### src/rtl/mig_cmd_arbiter.sv
// Urgent-first round-robin arbiter that shares the single MIG command port; accept -> mig_cmd_en is 1 cycle.
// Backpressure: nothing is accepted while mig_cmd_full is high; at most one command per 2+GAP_CYCLES cycles.
module mig_cmd_arbiter #(
    parameter int NUM_REQ    = 3,
    parameter int ADDR_W     = 30,
    parameter int GAP_CYCLES = 0
) (
    input  logic                      clk,
    input  logic                      rst_n,
    input  logic [NUM_REQ-1:0]        req_valid,
    input  logic [NUM_REQ-1:0]        req_urgent,
    input  logic [3*NUM_REQ-1:0]      req_instr,
    input  logic [6*NUM_REQ-1:0]      req_bl,
    input  logic [ADDR_W*NUM_REQ-1:0] req_addr,
    output logic [NUM_REQ-1:0]        req_ready,
    output logic                      mig_cmd_en,
    output logic [2:0]                mig_cmd_instr,
    output logic [5:0]                mig_cmd_bl,
    output logic [ADDR_W-1:0]         mig_cmd_byte_addr,
    input  logic                      mig_cmd_full,
    output logic [1:0]                grant_id,
    output logic                      busy,
    output logic                      error
);
    typedef enum logic [1:0] {ARB = 2'd0, ISSUE = 2'd1, GAP = 2'd2} state_t;

    localparam logic [3:0] GAP_LOAD = (GAP_CYCLES > 0) ? 4'(GAP_CYCLES - 1) : 4'd0;

    state_t            state_q, state_d;
    logic [1:0]        last_grant_q, last_grant_d;
    logic [1:0]        grant_id_q, grant_id_d;
    logic [3:0]        gap_cnt_q, gap_cnt_d;
    logic [2:0]        instr_q, instr_d;
    logic [5:0]        bl_q, bl_d;
    logic [ADDR_W-1:0] addr_q, addr_d;
    logic              error_q, error_d;

    logic [NUM_REQ-1:0] cand;
    logic [2:0]         idx;
    logic [1:0]         winner;
    logic               win_found;
    logic               accept;
    logic [2:0]         win_instr;
    logic [5:0]         win_bl;
    logic [ADDR_W-1:0]  win_addr;

    // Urgent requesters mask everyone else; search starts just after the last winner.
    always_comb begin
        cand      = (|(req_valid & req_urgent)) ? (req_valid & req_urgent) : req_valid;
        winner    = '0;
        win_found = 1'b0;
        idx       = '0;
        for (int k = 1; k <= NUM_REQ; k++) begin
            idx = {1'b0, last_grant_q} + 3'(k);
            if (idx >= 3'(NUM_REQ)) begin
                idx = idx - 3'(NUM_REQ);
            end
            if (!win_found && cand[idx[1:0]]) begin
                win_found = 1'b1;
                winner    = idx[1:0];
            end
        end
    end

    assign win_instr = req_instr[3*int'(winner) +: 3];
    assign win_bl    = req_bl[6*int'(winner) +: 6];
    assign win_addr  = req_addr[ADDR_W*int'(winner) +: ADDR_W];
    assign accept    = rst_n && (state_q == ARB) && !mig_cmd_full && win_found;

    always_comb begin
        req_ready = '0;
        if (accept) begin
            req_ready[winner] = 1'b1;
        end
    end

    always_comb begin
        state_d      = state_q;
        last_grant_d = last_grant_q;
        grant_id_d   = grant_id_q;
        gap_cnt_d    = gap_cnt_q;
        instr_d      = instr_q;
        bl_d         = bl_q;
        addr_d       = addr_q;
        error_d      = error_q;
        case (state_q)
            ARB: begin
                if (accept) begin
                    last_grant_d = winner;
                    grant_id_d   = winner;
                    // Illegal opcodes are consumed so the requester is released, but never pushed.
                    if (win_instr[2]) begin
                        error_d = 1'b1;
                    end else begin
                        instr_d = win_instr;
                        bl_d    = win_bl;
                        addr_d  = win_addr;
                        state_d = ISSUE;
                    end
                end
            end
            ISSUE: begin
                if (GAP_CYCLES > 0) begin
                    state_d   = GAP;
                    gap_cnt_d = GAP_LOAD;
                end else begin
                    state_d = ARB;
                end
            end
            GAP: begin
                if (gap_cnt_q == 4'd0) begin
                    state_d = ARB;
                end else begin
                    gap_cnt_d = gap_cnt_q - 4'd1;
                end
            end
            default: state_d = ARB;
        endcase
    end

    always_ff @(posedge clk) begin
        if (!rst_n) begin
            state_q      <= ARB;
            last_grant_q <= 2'(NUM_REQ - 1);
            grant_id_q   <= '0;
            gap_cnt_q    <= '0;
            instr_q      <= '0;
            bl_q         <= '0;
            addr_q       <= '0;
            error_q      <= 1'b0;
        end else begin
            state_q      <= state_d;
            last_grant_q <= last_grant_d;
            grant_id_q   <= grant_id_d;
            gap_cnt_q    <= gap_cnt_d;
            instr_q      <= instr_d;
            bl_q         <= bl_d;
            addr_q       <= addr_d;
            error_q      <= error_d;
        end
    end

    // Reset held during ISSUE drops the pending push.
    assign mig_cmd_en        = (state_q == ISSUE) && rst_n;
    assign mig_cmd_instr     = instr_q;
    assign mig_cmd_bl        = bl_q;
    assign mig_cmd_byte_addr = addr_q;
    assign grant_id          = grant_id_q;
    assign busy              = (state_q != ARB);
    assign error             = error_q;
endmodule
### config.mk
export PLATFORM = sky130hd
export DESIGN_NAME = mig_cmd_arbiter
export DESIGN_NICKNAME = d
export VERILOG_FILES = /design/src/rtl/mig_cmd_arbiter.sv
export SDC_FILE = /design/constraint.sdc
export NUM_CORES = 1
export LEC_CHECK = 0
export CAP_MARGIN = 20
export CORE_UTILIZATION = 38
export CTS_CLUSTER_SIZE = 30
export DETAILED_ROUTE_END_ITERATION = 10
export GPL_ROUTABILITY_DRIVEN = 0
export HOLD_SLACK_MARGIN = 0.05
export PLACE_DENSITY = 0.92
export SYNTH_ARGS = -nofsm -noshare
export SYNTH_HDL_FRONTEND = slang
export SYNTH_SLANG_ARGS = --single-unit
export TNS_END_PERCENT = 5
### constraint.sdc
create_clock -name clk -period 5.27 [get_ports clk]
set_input_delay 1.3175 -clock clk [delete_from_list [all_inputs] [get_ports clk]]
set_output_delay 1.3175 -clock clk [all_outputs]
set_load 0.01 [all_outputs]
==> results.py, run 1 <==
metrics = {
    "layout": {
        "mostFrequentLayoutCells": "clkdlybuf4s50_1, dfxtp_1, o211a_1",
        "final_common_cell": "clkdlybuf4s50_1",
        "fin_util_pct": 68.0,
        "drive_gt1_share_pct": 6.22,
        "ff_latch_area_um2": 861,
        "n_fill_cell": 486,
        "area_delta_synth_final_pct": 73.5,
        "nets": 547,
        "antenna_cells": 0,
        "multi_input_area_mm2": 0.00144,
    },
    "synthesis": {
        "yosys.area.top_type": "dfxtp_1",
        "ys_ff_latch": 43,
        "async_flop_share_pct": 0,
        "synth_edf_count": 0,
        "yosysWarnings": 0,
        "synth_area_leaders": "dfxtp_1, o211a_1, a222oi_1, nand3_1, clkbuf_1",
        "synth_cell_types": 43,
        "syn_area_mm2": 0.00249,
        "synth_top_area_share_pct": 34.6,
        "syn_nets": 394,
        "seq_area_frac_synth_pct": 34.6,
        "syn_avg_cell_area_um2": 9.39,
        "syn_inst": 265,
        "synth-main-ff-cell": "dfxtp_1",
    },
    "power_and_ir_drop": {
        "leakagePower_nw": 1.98,
        "power_density_mw_per_mm2": 262,
        "power_w": 0.00113,
        "ir_drop_v": 0.000159,
    },
    "detailed_routing": {
        "via_per_inst": 6.23,
        "totalWireLength_um": 9020,
        "ant_nets": 0,
        "wl_per_cell_um": 18.2,
        "vias": 3082,
        "drtIter0Drc": 335,
        "drtPass1Iterations": 6,
        "drc": 0,
    },
    "global_routing": {
        "grt_pass1_vias": 3019,
        "track_usage_pct": 25.5,
        "grt_overflow": 0,
        "grt_start_max_net_pins": 44,
        "grt_pass1_wl_um": 14600,
        "antenna_found_initial": 0,
    },
    "sta": {
        "timing.final.crit_share_pct": 97.1,
        "setup_viol": 0,
        "holdWs_ps": 501,
        "finClkSkew_ps": 10.1,
        "drv_slew": 0,
        "timing.final.ws_setup_ps": 153,
        "slew_headroom_pct": 61.9,
        "final-hold-violation-count": 0,
        "rsz0062_at_grt": "false",
        "min_period_ps": 5120,
        "worst_pin_slew_ps": 558,
        "timing.setup.tns_ps": 0,
        "max_freq_mhz": 195,
    },
    "critical_path": {
        "critPathLaunchType": "input port",
        "critPathCaptureType": "primary output",
        "cpMostUsedCell": "clkdlybuf4s50_1",
        "cp_cell_sequence": "clkdlybuf4s50_1, a22o_1, a211oi_4, nand3b_1, a31oi_1, nor4b_2, buf_4, and2_1, clkdlybuf4s50_1",
        "crit_required_ps": 3950,
        "max_stage_delay_ps": 540,
        "path_max_fanout": 6,
        "cp_slowest_cell": "clkdlybuf4s50_1",
        "arrival_ps": 3800,
        "crit_type": "in2out",
    },
    "clock_tree": {
        "clkSinkCount": 43,
        "numCtsBuffers": 5,
        "cts_tree": "yes",
        "cts_buffer_depth": 2,
        "path_clk_slew_ps": 80,
        "cts_max_level": 2,
        "cts_root_buf": "clkbuf_8",
        "cts_hold_buffers": 0,
        "worstSkewPairLatency_ps": 280,
    },
    "worst_hold_path": {
        "hold_class": "reg2reg",
    },
    "outcome": {
        "status": "complete, no violations",
    },
    "place": {
        "dp_slack_ps": 8.92,
        "post-dp-hpwl_um": 6430,
        "io_buffers": 171,
    },
    "floorplan": {
        "io_pins": 173,
        "die-height_um": 82.9,
        "core_area_mm2": 0.00635,
        "die_w_um": 82.9,
        "start_util_pct": 39.2,
        "row_count": 29,
        "die_area_mm2": 0.00687,
    },
    "run": {
        "cap_violations": 0,
    },
}
## kinds of logic (layout without fill, tap and decap cells)
family          after synthesis  in the layout  synth area share (%)
simple gates                 62             62                  13.3
fa+ha+maj                     3              3                  1.51
flops                        43             43                  34.6
other cells                   1              1                 0.151
buf+inv                      44            197                  8.60
compound gates              112            112                  41.9
## state kept, by name, indices dropped and copies added, names as in the netlist
signal and cells:
mig_cmd_byte_addr 30, mig_cmd_bl 6, last_grant_q 2, mig_cmd_instr 2, error 1, grant_id 1
state_q 1
## cells in the mapped netlist (2+ instances only)
cell type,instances
dfxtp_1,43
a21oi_1,3
o21bai_1,2
nand2b_1,2
nand2_1,4
inv_1,8
buf_2,12
and2_1,4
buf_6,2
o2111ai_1,3
a222oi_1,38
nor2_1,4
ha_1,3
o21ai_0,3
nand3_1,38
o211ai_1,7
a31oi_1,3
clkbuf_1,17
or4_1,2
o211a_1,39
a22oi_1,2
buf_4,5
## metrics by stage
stage	std cells	area (um^2)
6_report	495	4320
5_1_grt	495	4320
4_1_cts	494	4290
3_5_place_dp	487	4200
3_3_place_gp	487	4200
2_1_floorplan	265	2490
## path summary, 6_finish.rpt
path	to	depth (start not counted)	from	slack, ps
hold reg to reg	mig_cmd_byte_addr[2]$_SDFFE_PN0P_	1	mig_cmd_byte_addr[2]$_SDFFE_PN0P_	500
setup / recovery	req_ready[2]	9	req_valid[1]	150
setup reg to reg	mig_cmd_byte_addr[21]$_SDFFE_PN0P_	10	last_grant_q[0]$_SDFFE_PN0P_	1490
hold / removal	mig_cmd_byte_addr[2]$_SDFFE_PN0P_	1	mig_cmd_byte_addr[2]$_SDFFE_PN0P_	500
## what timing repair did
action,4_1_cts,5_1_grt
buffers inserted,0,1
gates resized for setup,1,5
endpoints found under the setup margin,2,3
pin swaps,0,2
## report_power, final
part           leakage (nW)  internal [W]  switching, W
logic                  1.58      0.000274      0.000262
clock network        0.0470      0.000103      0.000106
registers             0.350      0.000364     0.0000214
total                  1.98      0.000741      0.000390
## worst max-delay path: cells and delay by family
| kind | cells | cell delay, ps |
|---|---|---|
| buffers and inverters | 3 | 1200 |
| and+or+nand+nor | 3 | 590 |
| AOI/OAI and AO/OA | 3 | 690 |
## area by class of cell
cell class	instances	area share [%]
Multi-Input combinational cell	178	33.4
Tap cell	77	2.23
Sequential cell	43	19.9
Clock buffer	6	1.91
Clock inverter	1	0.116
Inverter	8	0.696
Timing Repair Buffer	182	41.7
## routing by layer
layer	part of all wire [%]	wire length [um]	vias up	global-route usage, %
li1	-	-	1402	-
met1	38	3450	1481	29.7
met2	51	4580	177	44.2
met3	8.5	769	22	7.26
met4	2.5	227	0	9.72
met5	0	0	-	0
No activity file was read; power rests on OpenSTA's default activity.
==> inputs of run 2 (changes only) <==
--- a/config.mk
+++ b/config.mk
@@ -12,6 +12,7 @@
 export GPL_ROUTABILITY_DRIVEN = 0
 export HOLD_SLACK_MARGIN = 0.05
 export PLACE_DENSITY = 0.92
+export SLEW_MARGIN = 20
 export SYNTH_ARGS = -nofsm -noshare
 export SYNTH_HDL_FRONTEND = slang
 export SYNTH_SLANG_ARGS = --single-unit
==> results of run 2 <==
The final DEF is identical to that of run 1; final timing and power are the same.
